File: config.mk
export PLATFORM = sky130hd
export DESIGN_NAME = jts16_mapper
export DESIGN_NICKNAME = d
export VERILOG_FILES = /design/src/rtl/jts16_mapper_pkg.sv /design/src/rtl/jts16_mapper_dtack.sv /design/src/rtl/jts16_mapper.sv
export SDC_FILE = /design/constraint.sdc
export NUM_CORES = 1
export LEC_CHECK = 0
export ABC_AREA = 1
export ABC_CLOCK_PERIOD_IN_PS = 3250
export CAP_MARGIN = 20
export CORE_MARGIN = 1
export CORE_UTILIZATION = 63
export DETAILED_ROUTE_END_ITERATION = 10
export PLACE_DENSITY = 0.9
export SLEW_MARGIN = 20
export SYNTH_ARGS = -nofsm -noshare
export SYNTH_HDL_FRONTEND = slang
export SYNTH_SLANG_ARGS = --single-unit
File: constraint.sdc
create_clock -name clk -period 3.25 [get_ports clk]
set_input_delay 0.8125 -clock clk [delete_from_list [all_inputs] [get_ports clk]]
set_output_delay 0.8125 -clock clk [all_outputs]
set_load 0.01 [all_outputs]
File: src/rtl/jts16_mapper_pkg.sv
// Shared definitions for the System 16 address mapper: size codes, DTACK FSM
// states and the register reset table.
package jts16_mapper_pkg;

    typedef enum logic [1:0] {
        SZ_64K  = 2'd0,
        SZ_128K = 2'd1,
        SZ_512K = 2'd2,
        SZ_1M   = 2'd3
    } size_e;

    typedef enum logic [1:0] {
        ST_IDLE = 2'd0,
        ST_WAIT = 2'd1,
        ST_ACK  = 2'd2,
        ST_BERR = 2'd3
    } dtack_st_e;

    localparam int           SIZE_EN_BIT = 7;
    localparam logic [7:0]   RST_BASE0   = 8'h00;
    localparam logic [7:0]   RST_SIZE0   = 8'h83;  // region 0 enabled as 1MB boot ROM

    // Mask applied to A[23:16]: larger regions ignore more low address bits.
    function automatic logic [7:0] size_mask(input logic [1:0] code);
        case (code)
            SZ_64K:  size_mask = 8'hff;
            SZ_128K: size_mask = 8'hfe;
            SZ_512K: size_mask = 8'hf8;
            default: size_mask = 8'hf0;
        endcase
    endfunction

    function automatic logic [7:0] reg_rst(input int idx);
        if (idx == 0)      reg_rst = RST_BASE0;
        else if (idx == 1) reg_rst = RST_SIZE0;
        else               reg_rst = 8'h00;
    endfunction

endpackage

File: src/rtl/jts16_mapper_dtack.sv
// 68000 DTACK/BERR handshake: programmable wait states, data-ready gating and
// a saturating bus-error timeout for accesses that hit nothing.
module jts16_mapper_dtack
    import jts16_mapper_pkg::*;
#(
    parameter int WAITS   = 0,
    parameter int BERR_TO = 64
) (
    input  logic clk,
    input  logic rst_n,
    input  logic i_cen,
    input  logic i_asn,
    input  logic i_mapper_cs,
    input  logic i_cs_any,
    input  logic i_ok,
    output logic o_dtackn,
    output logic o_berrn
);
    localparam int WW = (WAITS > 0) ? $clog2(WAITS + 1) : 1;
    localparam int TW = $clog2(BERR_TO + 1);

    dtack_st_e       r_st;
    logic [WW-1:0]   r_wcnt;
    logic [TW-1:0]   r_tcnt;
    logic            r_dtackn;
    logic            r_berrn;
    logic [TW-1:0]   w_tnext;

    assign w_tnext  = (r_tcnt == TW'(BERR_TO)) ? r_tcnt : r_tcnt + TW'(1);
    assign o_dtackn = r_dtackn;
    assign o_berrn  = r_berrn;

    always_ff @(posedge clk or negedge rst_n) begin
        if (!rst_n) begin
            r_st     <= ST_IDLE;
            r_wcnt   <= '0;
            r_tcnt   <= '0;
            r_dtackn <= 1'b1;
            r_berrn  <= 1'b1;
        end else begin
            case (r_st)
                ST_IDLE: if (!i_asn) begin
                    r_st   <= ST_WAIT;
                    r_wcnt <= WW'(WAITS);
                    r_tcnt <= '0;
                end
                ST_WAIT: begin
                    if (i_asn) begin
                        r_st <= ST_IDLE;
                    end else if (i_cen) begin
                        if (r_wcnt != '0) r_wcnt <= r_wcnt - WW'(1);
                        if (r_wcnt == '0 && (i_mapper_cs || i_ok)) begin
                            r_st     <= ST_ACK;
                            r_dtackn <= 1'b0;
                        end else if (!i_cs_any && !i_mapper_cs) begin
                            r_tcnt <= w_tnext;
                            if (w_tnext == TW'(BERR_TO)) begin
                                r_st    <= ST_BERR;
                                r_berrn <= 1'b0;
                            end
                        end
                    end
                end
                // Once acknowledged, only the end of the bus cycle releases.
                ST_ACK, ST_BERR: if (i_asn) begin
                    r_st     <= ST_IDLE;
                    r_dtackn <= 1'b1;
                    r_berrn  <= 1'b1;
                end
                default: r_st <= ST_IDLE;
            endcase
        end
    end

endmodule

File: src/rtl/jts16_mapper.sv
// Programmable region decoder: base/size byte registers, one-hot chip selects
// with lowest-index priority, register readback and the DTACK handshake.
module jts16_mapper
    import jts16_mapper_pkg::*;
#(
    parameter int REGIONS = 8,
    parameter int WAITS   = 0,
    parameter int BERR_TO = 64
) (
    input  logic               clk,
    input  logic               rst_n,
    input  logic               cpu_cen,
    input  logic               cpu_cenb,
    input  logic [23:1]        A,
    input  logic               ASn,
    input  logic               RnW,
    input  logic               LDSWn,
    input  logic [7:0]         din,
    input  logic               mapper_cs,
    input  logic [REGIONS-1:0] region_ok,
    output logic [REGIONS-1:0] cs,
    output logic [7:0]         dout,
    output logic               DTACKn,
    output logic               BERRn
);
    localparam int NREG = 2 * REGIONS;

    logic [NREG-1:0][7:0]  r_regs;
    logic                  r_wr_done;
    logic [7:0]            r_dout;
    logic [REGIONS-1:0]    r_cs;
    logic [3:0]            w_idx;
    logic                  w_wr;
    logic [7:0]            w_rd;
    logic [REGIONS-1:0]    w_hit;
    logic [REGIONS-1:0]    w_sel;
    logic                  w_unused;

    assign w_idx    = A[4:1];
    assign w_unused = ^{cpu_cenb, A[15:5]};
    // Data strobes are low on reads as well, so RnW gates the write.
    assign w_wr     = mapper_cs && !ASn && !LDSWn && !RnW && !r_wr_done;

    always_ff @(posedge clk or negedge rst_n) begin
        if (!rst_n) begin
            for (int i = 0; i < NREG; i++) r_regs[i] <= reg_rst(i);
            r_wr_done <= 1'b0;
        end else if (ASn) begin
            r_wr_done <= 1'b0;
        end else if (w_wr && cpu_cen) begin
            r_wr_done <= 1'b1;
            for (int i = 0; i < NREG; i++)
                if (w_idx == 4'(i)) r_regs[i] <= din;
        end
    end

    always_comb begin
        w_rd = 8'hff;
        for (int i = 0; i < NREG; i++)
            if (w_idx == 4'(i)) w_rd = r_regs[i];
    end

    always_comb begin
        w_hit = '0;
        for (int n = 0; n < REGIONS; n++)
            w_hit[n] = r_regs[2*n+1][SIZE_EN_BIT] &&
                ((A[23:16] & size_mask(r_regs[2*n+1][1:0])) ==
                 (r_regs[2*n] & size_mask(r_regs[2*n+1][1:0])));
    end

    // Isolate the lowest set bit so overlapping regions resolve to one select.
    assign w_sel = w_hit & (~w_hit + REGIONS'(1));

    always_ff @(posedge clk or negedge rst_n) begin
        if (!rst_n) begin
            r_cs   <= '0;
            r_dout <= 8'hff;
        end else begin
            r_cs   <= (!ASn && !mapper_cs) ? w_sel : '0;
            r_dout <= (mapper_cs && RnW) ? w_rd : 8'hff;
        end
    end

    assign cs   = r_cs;
    assign dout = r_dout;

    jts16_mapper_dtack #(
        .WAITS   (WAITS),
        .BERR_TO (BERR_TO)
    ) u_dtack (
        .clk         (clk),
        .rst_n       (rst_n),
        .i_cen       (cpu_cen),
        .i_asn       (ASn),
        .i_mapper_cs (mapper_cs),
        .i_cs_any    (|r_cs),
        .i_ok        (|(r_cs & region_ok)),
        .o_dtackn    (DTACKn),
        .o_berrn     (BERRn)
    );

endmodule

-- Word-level counts from Yosys, hierarchy flattened
Cells that the tools add are included.
- bits in registers: 157
- bits of input ports: 47
- output and inout port bits: 18
- add/subtract/negate cells: 3
- equality and inequality tests: 55
- mux-type cells: 59
- bitwise logic cells: 21
- reductions and logical operators: 61
- operator list (cell ; count):
    8-bit AND ; 18
    8-bit 2-to-1 mux ; 18
    4-bit one-hot mux with 3 select lines ; 8
    8-bit == test ; 8
    3-bit AND reduction ; 16
    7-bit 2-to-1 mux ; 6
    4-bit == test (second input constant) ; 8
    2-bit == test (second input constant) ; 10
    2-bit by 1-bit == test with 1-bit output (second input constant) ; 9
    2-bit zero test ; 9
    1-bit logical AND ; 17
    4-bit by 3-bit == test with 1-bit output (second input constant) ; 4
    8-bit OR reduction ; 2
    1-bit 2-to-1 mux ; 15
    7-bit == test (second input constant) ; 2
    2-bit 2-to-1 mux ; 7
    7-bit one-hot mux with 2 select lines ; 1
    2-bit inequality test (second input constant) ; 5
    5-bit AND reduction ; 2
    8-bit by 1-bit adder with 8-bit output (second input constant) ; 1
    4-bit by 2-bit == test with 1-bit output (second input constant) ; 2
    4-bit by 2-bit inequality test with 1-bit output (second input constant) ; 2
    8-bit NOT ; 1
    7-bit by 1-bit adder with 7-bit output (second input constant) ; 1
    other kinds (15) ; 27

-- Logic depth before layout (Yosys ltp)
Gate-level depths: netlist of run 1.
- depth in word-level cells: 18
- depth in mapped cells: 14
- depth with buffers taken out: 14

-- Modules after synthesis
Synthesis of run 1 repeated with hierarchy kept, for this count alone.
- cell total of the unflattened synthesis: 1058
- area total of the unflattened synthesis: 8157.8 sq um
- by module, submodules not included (module ; times used ; cells each ; area an instance (sq um) ; sequential area each (sq um)):
    jts16_mapper ; 1 ; 961 ; 7443.4 ; 3642.2
    jts16_mapper_dtack ; 1 ; 97 ; 714.4 ; 277.8

-- Worst setup path after synthesis of run 1
OpenSTA, ideal clock, no wires.
- path kind: input -> register
- from: in A[22] in the netlist's numbering
- to: reg r_cs[5] (netlist: cs[5])
- setup time: 86 ps
- data arrival time: 1891 ps
- data required time: 3164 ps
- setup slack: 1273 ps
- cell stages on the path: 10
- buffers on the path: 1
- cell sequence: buf_4 -> inv_1 -> or2_2 -> o2111ai_1 -> a21oi_1 -> nand3_1 -> nand2_1 -> nor2_1 -> nand2_1 -> nor3_1
- word-level cells in the longest chain between the ends: 7
- RTL lines (item ; RTL line ; text):
    from (decl) ; jts16_mapper.sv:14 ; input logic [23:1] A,
    8-bit AND ; jts16_mapper.sv:67 ; ((A[23:16] & size_mask(r_regs[2*n+1][1:0])) ==
    8-bit == test ; jts16_mapper.sv:67 ;
    1-bit logical AND ; jts16_mapper.sv:66 ; w_hit[n] = r_regs[2*n+1][SIZE_EN_BIT] &&
    8-bit NOT ; jts16_mapper.sv:72 ; assign w_sel = w_hit & (~w_hit + REGIONS'(1));
    8-bit by 1-bit adder with 8-bit output ; jts16_mapper.sv:72 ;
    8-bit AND * ; jts16_mapper.sv:72 ;
    8-bit 2-to-1 mux * ; jts16_mapper.sv:79 ; r_cs <= (!ASn && !mapper_cs) ? w_sel : '0;
    to (signal assigned) ; jts16_mapper.sv:79 ;
    to (decl) ; jts16_mapper.sv:31 ; logic [REGIONS-1:0] r_cs;
Mark *: on every way between the ends. The rest lies on a longest branch, timed or not.
A chain may end at the register's enable or synchronous reset.

-- Worst setup path after layout of run 1
- from: in A[3] in the netlist's numbering
- to: reg r_dout[4] (netlist: dout[4])
- word-level cells in the longest chain between the ends: 18
- RTL lines (item ; RTL line ; text):
    4-bit zero test ; jts16_mapper.sv:60 ; if (w_idx == 4'(i)) w_rd = r_regs[i];
    8-bit 2-to-1 mux (15 in a row) ; jts16_mapper.sv:60 ;
    8-bit 2-to-1 mux * ; jts16_mapper.sv:60 ;
    8-bit 2-to-1 mux * ; jts16_mapper.sv:80 ; r_dout <= (mapper_cs && RnW) ? w_rd : 8'hff;
    to (signal assigned) ; jts16_mapper.sv:80 ;
    to (decl) ; jts16_mapper.sv:30 ; logic [7:0] r_dout;
Marked as above.

==> results of run 1 <==
-- registers in the layout (all words and copies together) (netlist names) --
| signal | count |
|---|---|
| u_dtack.o_dtackn | 1 |
| u_dtack.r_st | 2 |
| dout | 8 |
| cs | 8 |
| u_dtack.o_berrn | 1 |
| r_wr_done | 1 |
| r_regs | 128 |
| u_dtack.r_tcnt | 7 |
-- synthesized netlist by cell type (5+ instances only) --
master | number | area, um^2
clkbuf_1 | 14 | 52.6
inv_1 | 111 | 417
xnor2_1 | 23 | 201
nand2_1 | 295 | 1110
o22ai_1 | 12 | 75.1
o21ai_0 | 160 | 801
inv_2 | 5 | 18.8
buf_2 | 19 | 95.1
or2_2 | 17 | 106
nor3_1 | 15 | 75.1
xor2_1 | 9 | 78.8
dfrtp_1 | 143 | 3580
nor2_1 | 54 | 203
nand3_1 | 36 | 180
dfstp_2 | 13 | 342
a21oi_1 | 35 | 175
nand3b_1 | 7 | 52.6
nor4_1 | 5 | 31.3
nand4_1 | 26 | 163
nor2_2 | 6 | 37.5
-- worst reg2reg max path, cell delays in order (launching register included) --
cell and delay [ns]:
dfrtp_1 0.37, ha_1 0.18, nand2_1 0.07, inv_1 0.08, nand4_1 0.09, xor2_1 0.17, nor3_1 0.22, nand3_1 0.12
o21ai_0 0.36, nand2_1 0.11, nand2_1 0.08, nand2_1 0.05
-- final timing paths --
path / start / endpoint / slack [ns]
worst max-delay path: A[3] / dout[4] / 0.50
worst min-delay path: rst_n / u_dtack.r_tcnt[2] / 0.32
worst max register to register: u_dtack.r_tcnt[0] / u_dtack.r_st[0] / 1.23
worst min register to register: u_dtack.o_dtackn / u_dtack.o_dtackn / 0.48
max in group asynchronous: rst_n / dout[4] / 2.15
min in group clk: u_dtack.o_dtackn / u_dtack.o_dtackn / 0.48
-- stage by stage --
| stage | total power [uW] | hold slack, ns |
|---|---|---|
| floorplan | 2640 | 0.444 |
| global placement | 2900 | 0.451 |
| global route | 5100 | 0.360 |
| detailed placement | 2930 | 0.466 |
| CTS | 4910 | 0.342 |
| finish | 4940 | 0.318 |
-- power by group --
part           switching, uW  internal (uW)
Clock                    868           1140
Sequential              99.2           2070
Combinational            481            278
Total                   1450           3490
-- cells by family (layout without fill, tap and decap cells) --
| kind of cell | count (synthesis) | after routing |
|---|---|---|
| buffers and inverters | 153 | 222 |
| AND/OR/NAND/NOR | 474 | 474 |
| XOR/XNOR | 32 | 32 |
| AO/OA/AOI/OAI | 226 | 226 |
| flip-flops | 156 | 156 |
| adder cells (fa/ha/maj) | 2 | 2 |
-- layout make-up --
cell class	count	area share [%]
Sequential cell	156	41.5
Clock inverter	15	1.74
Timing Repair Buffer	74	7.41
Inverter	116	4.61
Tap cell	172	2.28
Clock buffer	17	4.51
Multi-Input combinational cell	734	37.9
-- routing by layer --
| layer | global-route usage [%] | up-vias | routed length [um] |
|---|---|---|---|
| li1 | - | 3511 | - |
| met1 | 49.0 | 3590 | 9110 |
| met2 | 56.7 | 505 | 10700 |
| met3 | 8.21 | 85 | 2440 |
| met4 | 20.2 | 0 | 860 |
| met5 | 0 | - | 0 |
==> run summary, run 1 <==
Fin crit share: 84.5%
PD cells: 523 nW/um^2
WS Path Type: input pin to flop
RSZ-0062 raised after global routing: no
Most frequent cell on the critical path: nand2_1
GRT Util Overall: 36.9%
Worst Setup Start Kind: input pin
Levels on crit path: 13
Final design utilization: 74.8%
Layout overhead on the synthesized area: 16.2%
Final Wtd Congestion: 0.944
CP cell instances: clkdlybuf4s50_1 -> nor2_4 -> nand2_1 -> o21ai_0 -> inv_1 -> nand2_1 -> nand2_1 -> nand4_1 -> nand2_1 -> nand3_1 -> nand2_1 -> nand4_1 -> nand2_1
Post-Syn Nets: 1092
WL/cell: 18.0 um
Clock skew: 0.00778 ns
Initial antenna violation count: 0
Max_slew headroom: 47.3%
Number of synthesized flops with an enable pin: 0
Hold Fails Final Rpt: 0
Routed Antenna Nets: 0
Site Rows: 41
Crit path required time: 3.61 ns
Simple-Gate Fraction of Synth Area: 25.3%
Top FF cell, synth: dfrtp_1
Starting DRT DRC Count: 1134
Worst Path Arrival: 3.11 ns
Chip Width: 116 um
Die area: 13400 um^2
Proportion of layout cells with a drive suffix above 1: 9.53%
Status: completed
Initial Util: 64.4%
Critical Path Fanout Max: 18
Setup bufs post-CTS: 0
DP Worst Slack: 0.159 ns
DP Wirelength: 15.2 mm
Setup TNS: 0 ns
Bufs and invs on worst path: 2
CP delay by family, top: simple AND/OR/NAND/NOR gates
Drt pass-1 iters: 6
Register Area: 3920 um^2
Final number of max-transition violations: 0
XOR/XNOR Fraction of Synth Area: 3.45%
Syn Inst Count: 1043
Clock sinks: 156
First-pass GRT wire length: 36.5 mm
Core Area: 12600 um^2
Register area share after synthesis: 48.3%
Achievable frequency: 364 MHz
Finished Layout Cells: 1284
Root Buffer: clkbuf_16
Post-Place Cells: 1252
P_leak: 0.00423 uW
Post-synthesis mux area share: 0%
Die Y-Extent: 116 um
Fin area: 9440 um^2
Yosys cell types: 38
TritonCTS buffer count: 17
Hold Path Class: input pin to asynchronous set/reset pin
Mean post-synth cell area: 7.79 um^2
Flip-flop and latch count after synthesis: 156
Endpoints failing setup: 0
R2R depth: 11
Most frequent cells in the layout: 295 x nand2_1, 160 x o21ai_0, 143 x dfrtp_1
CP endpoint kind: flop
Post-cts sizing count: 0
GRT Residual Overflow: 0
Yosys Warn Count: 0
CTS tree: yes
Most common cell after layout, fill and taps aside: nand2_1
CP max stage delay: 0.56 ns
Hold-fix buffers, CTS: 0
Compound-Gate Fraction of Synth Area: 15.0%
Async SR Flop Fraction: 100%
Worst Tran Pin Value: 0.790 ns
Largest buffer count on any clock path: 2
Area occupied by multi-input gates: 3580 um^2
Fillcell total: 918
# diodes: 0
Synth Area in Adders: 0.308%
Skew-Pair Late Insertion Delay: 0.44 ns
H-Tree Depth: 4
Worst path slowest cell: clkdlybuf4s50_1
IO Port Bufs: 52
Worst Slack Setup Final: 0.504 ns
Max-cap viol count: 0
Via count of the first global-routing pass: 7158
DRC: 0
Vias: 7691
Nets: 1148
Clk slew on worst S/H paths: 0.06 ns
Peak supply drop: 0.397 mV
Largest net degree at the start of global routing: 64
I/O pin count: 65
Area of placed instances: 8850 um^2
Final min period: 2.75 ns
Largest family of logic cells by synthesized area: simple AND/OR/NAND/NOR gates
Vias per cell: 5.99
Post-Route WL: 23.1 mm
Mapped cell area: 8120 um^2
No activity file was read; power rests on OpenSTA's default activity.
==> run 2: changes to the inputs <==
--- a/config.mk
+++ b/config.mk
@@ -6,12 +6,12 @@
 export NUM_CORES = 1
 export LEC_CHECK = 0
 export ABC_AREA = 1
-export ABC_CLOCK_PERIOD_IN_PS = 3250
+export ABC_CLOCK_PERIOD_IN_PS = 2700
 export CAP_MARGIN = 20
 export CORE_MARGIN = 1
-export CORE_UTILIZATION = 63
+export CORE_UTILIZATION = 59
 export DETAILED_ROUTE_END_ITERATION = 10
-export PLACE_DENSITY = 0.9
+export PLACE_DENSITY = 0.86
 export SLEW_MARGIN = 20
 export SYNTH_ARGS = -nofsm -noshare
 export SYNTH_HDL_FRONTEND = slang
==> constraint.sdc (replaced) <==
create_clock -name clk -period 2.7 [get_ports clk]
set_input_delay 0.675 -clock clk [delete_from_list [all_inputs] [get_ports clk]]
set_output_delay 0.675 -clock clk [all_outputs]
set_load 0.01 [all_outputs]
==> run 2 against run 1 <==
Clock-buffer cell count rose by 5. Routed wire length rose by 6.4%. Register-to-register slack worse by 0.56 ns. Core utilization decreased by 1.3 points. Worst hold slack worse by 0.13 ns. Sequential power is 21% higher. Combinational power rose by 28%. Clock skew grew 0.0078 ns. Critical path type unchanged. Largest cell class unchanged. Highest routed layer unchanged.
==> run summary, run 2 (same netlist as run 1, synthesis figures left out) <==
Hold WS: 0.183 ns (-0.135 ns)
Worst Path Arrival: 2.82 ns (-0.29 ns)
Initial Util: 60.9% (-3.5 points)
CP delay by family, top: buffers and inverters
DRC: 0 (unchanged)
Starting DRT DRC Count: 945 (-17%)
Post-Route WL: 24.5 mm (+6.4%)
TritonCTS buffer count: 17 (unchanged)
Critical Path Fanout Max: 7 (-11)
Setup TNS: 0 ns (unchanged)
Initial antenna violation count: 0 (unchanged)
Site Rows: 42 (+2.4%)
Root Buffer: clkbuf_16
Largest net degree at the start of global routing: 56 (-13%)
Setup bufs post-CTS: 0 (unchanged)
I/O pin count: 65 (unchanged)
CTS tree: yes
Most frequent cells in the layout: 295 x nand2_1, 160 x o21ai_0, 143 x dfrtp_1
Skew-Pair Late Insertion Delay: 0.44 ns (about the same)
Grt peak-use layer: met2
Post-cts sizing count: 0 (unchanged)
Final Wtd Congestion: 1.02 (+7.6%)
Worst Tran Pin Value: 0.794 ns (+0.00397 ns)
Met2 Track Usage GR: 57.6% (+0.87 points)
Status: completed
Vias per cell: 5.90 (-1.5%)
Nets: 1179 (+2.7%)
Most common cell after layout, fill and taps aside: nand2_1
Max-cap viol count: 0 (unchanged)
Chip Width: 119 um (+3.3%)
Hold Path Class: input pin to asynchronous set/reset pin
Max reg flops: 128 (unchanged)
Fillcell total: 1000 (+8.9%)
Achievable frequency: 411 MHz
Worst Setup Start Kind: input pin
GRT Residual Overflow: 0 (unchanged)
H-Tree Depth: 4 (unchanged)
Final number of max-transition violations: 0 (unchanged)
Bufs and invs on worst path: 4 (+2)
GR Util met3: 7.42% (-0.79 points)
DP Wirelength: 16.1 mm (+5.6%)
Fin crit share: 90.2%
Die Y-Extent: 119 um (+3.3%)
Clock sinks: 156 (unchanged)
CP cell instances: clkdlybuf4s50_1 -> inv_1 -> nor2_4 -> nand2_1 -> inv_2 -> nand2_1 -> nand2_1 -> nand4_1 -> nor3_1 -> buf_4 -> nand4_1 -> nand2_1
GRT Util Overall: 36.5% (-0.40 points)
P_leak: 0.00444 uW (+5.1%)
Post-Place Cells: 1287 (+2.8%)
Max_slew headroom: 47.0% (-0.26 points)
Die area: 14200 um^2 (+6.7%)
Worst path slowest cell: clkdlybuf4s50_1
RSZ-0062 raised after global routing: no
Finished Layout Cells: 1321 (+2.9%)
Clock skew: 0.0155 ns (+0.00776 ns)
Most frequent cell on the critical path: nand2_1
Proportion of layout cells with a drive suffix above 1: 11.7% (+2.2 points)
Drt pass-1 iters: 7 (+1)
First-pass GRT wire length: 38.9 mm (+6.6%)
PD cells: 647 nW/um^2 (+24%)
Endpoints failing setup: 0 (unchanged)
Crit path required time: 3.08 ns (-0.53 ns)
IO Port Bufs: 52 (unchanged)
Vias: 7793 (+1.3%)
Hold Fails Final Rpt: 0 (unchanged)
Final min period: 2.43 ns
Largest buffer count on any clock path: 2 (unchanged)
Peak supply drop: 0.477 mV (+20%)
Clk slew on worst S/H paths: 0.07 ns (about the same)
Power Total: 6350 uW (+29%)
WL/cell: 18.6 um (+3.4%)
WS Path Type: input pin to flop
Met1 usage: 46.8% (-2.2 points)
Via count of the first global-routing pass: 7573 (+5.8%)
CP endpoint kind: flop
Core Area: 13300 um^2 (+5.8%)
Hold-fix buffers, CTS: 0 (unchanged)
Routed Antenna Nets: 0 (unchanged)
CP max stage delay: 0.62 ns (+0.06 ns)
Top reg by flops: r_regs
Layout overhead on the synthesized area: 20.8%
run 2: path summary, 6_finish.rpt:
kind	startpoint	to	slack [ns]	cells past startpoint
max	A[3]	dout[0]	0.27	12
min	rst_n	u_dtack.r_tcnt[0]	0.18	1
max reg2reg	u_dtack.r_tcnt[1]	u_dtack.r_st[0]	0.67	10
min reg2reg	r_regs[76]	r_regs[76]	0.48	2
max in group asynchronous	rst_n	dout[1]	1.73	2
min in group clk	r_regs[76]	r_regs[76]	0.48	2
run 2: per-layer routing:
metal | up-vias | routed length (um) | share of wire [%]
met4 | 0 | 1260 | 5.1
met1 | 3622 | 9490 | 39
li1 | 3580 | - | -
met5 | - | 0 | 0
met2 | 481 | 11400 | 46
met3 | 110 | 2420 | 9.9
run 2: layout make-up:
class / count / area [um^2] / share of cell area, %
diodes: 2 / 5.00 / 0.0510
flip-flops and latches: 156 / 3920 / 40.0
multi-input cells: 734 / 3580 / 36.5
clock buffers: 22 / 464 / 4.73
inverters: 116 / 435 / 4.44
repair buffers: 105 / 970 / 9.88
clock inverters: 10 / 213 / 2.17
well taps: 176 / 220 / 2.24
run 2: where the power goes:
part / switching (uW) / internal, uW / total [uW]
Combinational: 598 / 376 / 973
Clock: 972 / 1790 / 2760
Sequential: 120 / 2500 / 2620
run 2: stage by stage:
stage / utilization, % / worst slack, ns / area, um^2
floorplan: - / 0.861 / 8120
global placement: 68.4 / -0.0141 / 9130
detailed placement: 68.4 / -0.108 / 9130
CTS: 73.5 / 0.296 / 9810
global route: 73.5 / 0.153 / 9810
finish: 73.5 / 0.266 / 9810
==> run 3: changes to the inputs <==
--- a/config.mk
+++ b/config.mk
@@ -11,6 +11,7 @@
 export CORE_MARGIN = 1
 export CORE_UTILIZATION = 59
 export DETAILED_ROUTE_END_ITERATION = 10
+export GPL_TIMING_DRIVEN = 0
 export PLACE_DENSITY = 0.86
 export SLEW_MARGIN = 20
 export SYNTH_ARGS = -nofsm -noshare
==> run 3 against run 2 <==
Via count fell by 2.2%. Core utilization fell by 2.4 points. Combinational power fell by 4.6%. Highest routed layer unchanged. Die area did not move. Global-route usage fell by 0.54 points.
==> run summary, run 3 (same netlist as run 1, synthesis figures left out) <==
Status: completed
Grt peak-use layer: met2
DRC: 0 (unchanged)
RSZ-0062 raised after global routing: no
Core Area: 13300 um^2 (unchanged)
DP Worst Slack: -0.304 ns (-0.196 ns)
Layout overhead on the synthesized area: 16.8%
CTS tree: yes
Worst Slack Setup Final: 0.0811 ns (-0.185 ns)
Routed Antenna Nets: 0 (unchanged)
Drt pass-1 iters: 6 (-1)
Final number of max-transition violations: 0 (unchanged)
Die Y-Extent: 119 um (unchanged)
Setup TNS: 0 ns (unchanged)
Nets: 1160 (-1.6%)
Initial antenna violation count: 0 (unchanged)
First-pass GRT wire length: 38.0 mm (-2.3%)
Critical Path Fanout Max: 8 (+1)
H-Tree Depth: 4 (unchanged)
Hold Fails Final Rpt: 0 (unchanged)
WS Path Type: input pin to flop
Die area: 14200 um^2 (unchanged)
Clock skew: 0.0109 ns (-0.00460 ns)
Top reg by flops: r_regs
Site Rows: 42 (unchanged)
P_leak: 0.00425 uW (-4.4%)
Largest net degree at the start of global routing: 85 (+52%)
Post-Route WL: 24.2 mm (-1.3%)
Clock sinks: 156 (unchanged)
Clk slew on worst S/H paths: 0.06 ns (about the same)
GR Util met3: 9.34% (+1.9 points)
CP endpoint kind: flop
Largest buffer count on any clock path: 2 (unchanged)
DP Wirelength: 16.3 mm (+1.2%)
Met2 Track Usage GR: 56.1% (-1.5 points)
Proportion of layout cells with a drive suffix above 1: 9.52% (-2.2 points)
Skew-Pair Late Insertion Delay: 0.44 ns (about the same)
Starting DRT DRC Count: 868 (-8.1%)
Peak supply drop: 0.546 mV (+14%)
WL/cell: 18.6 um (+0.27%)
Final min period: 2.62 ns (+0.185 ns)
Chip Width: 119 um (unchanged)
Fin crit share: 97.0% (+6.8 points)
Achievable frequency: 382 MHz (-7.0%)
# diodes: 0 (-2)
I/O pin count: 65 (unchanged)
Vias per cell: 5.86 (-0.64%)
GRT Residual Overflow: 0 (unchanged)
Vias: 7620 (-2.2%)
Max reg flops: 128 (unchanged)
Final Wtd Congestion: 0.980 (-3.6%)
Most frequent cells in the layout: 295 x nand2_1, 160 x o21ai_0, 143 x dfrtp_1
Endpoints failing setup: 0 (unchanged)
Crit path required time: 3.07 ns (about the same)
Hold Path Class: input pin to asynchronous set/reset pin
Worst Tran Pin Value: 0.805 ns (+0.0109 ns)
GRT Util Overall: 36.0% (-0.54 points)
Most common cell after layout, fill and taps aside: nand2_1
Worst Setup Start Kind: input pin
Fillcell total: 1082 (+8.2%)
Via count of the first global-routing pass: 7247 (-4.3%)
Initial Util: 60.9% (unchanged)
Max-cap viol count: 0 (unchanged)
Max_slew headroom: 46.3% (-0.67 points)
IO Port Bufs: 46 (-12%)
PD cells: 643 nW/um^2 (-0.60%)
Worst Path Arrival: 2.99 ns (+0.17 ns)
Met1 usage: 47.3% (+0.50 points)
Root Buffer: clkbuf_16
TritonCTS buffer count: 17 (unchanged)
==> run 3: cell count changes in the layout (fill, tap and decap cells not counted), sizes merged <==
cell / delta
bufinv: -2
buf: -27
clkdlybuf4s50: -6
inv: -1
clkinv: +1
diode: -2
clkinvlp: -1
clkbuf: +17
==> run 3: per-stage QoR <==
step                hold slack [ns]  cell area [um^2]  utilization, %  total power, uW  std cells
floorplan                     0.379              8120               -             3180       1043
global placement              0.449              8800            66.0             3510       1265
detailed placement            0.461              8840            66.2             3540       1266
CTS                           0.219              9460            70.9             6080       1298
global route                  0.233              9490            71.1             6300       1300
finish                        0.194              9490            71.1             6100       1300
==> run 3: layer usage <==
metal  vias up  share of wire, %
met2       456                46
met4         0               3.8
met3        76                10
li1       3540                 -
met1      3548                40
met5         -                 0
==> run 3: worst max-delay path, cell delays in order <==
cell and delay, ns:
clkdlybuf4s50_1 0.59, inv_1 0.11, nor2_2 0.20, nand2_2 0.15, inv_1 0.18, nand2_1 0.07
nand2_1 0.09, nand4_1 0.16, nand2_1 0.15, nand4_1 0.15, nor3_2 0.21, nand4_1 0.17
nand2_1 0.11
==> run 3: cell type report <==
type	instances	area (um^2)	area share, %
flip-flops and latches	156	3920	41.3
multi-input cells	734	3590	37.9
repair buffers	49	508	5.36
clock buffers	25	485	5.12
inverters	116	435	4.59
well taps	176	220	2.32
plain buffers	37	185	1.95
clock inverters	7	138	1.45
==> run 3: final timing paths <==
kind,startpoint,endpoint,slack (ns),depth (start not counted)
min in group clk,u_dtack.o_dtackn,u_dtack.o_dtackn,0.46,2
hold reg to reg,u_dtack.o_dtackn,u_dtack.o_dtackn,0.46,2
max in group asynchronous,rst_n,dout[2],1.65,2
setup / recovery,A[2],dout[3],0.08,13
setup reg to reg,u_dtack.r_tcnt[0],u_dtack.r_st[0],0.69,11
hold / removal,rst_n,u_dtack.r_tcnt[4],0.19,1
==> run 3: where the power goes <==
group	internal, uW	switching (uW)	total [uW]
registers	2500	121	2620
clock network	1620	939	2560
logic	339	588	928
total	4450	1650	6100
==> run 3: repair_timing <==
item | in CTS | in global routing
setup endpoints to repair | 0 | 2
setup buffers | 0 | 2
hold buffers | 0 | 0
resized for setup | 0 | 2
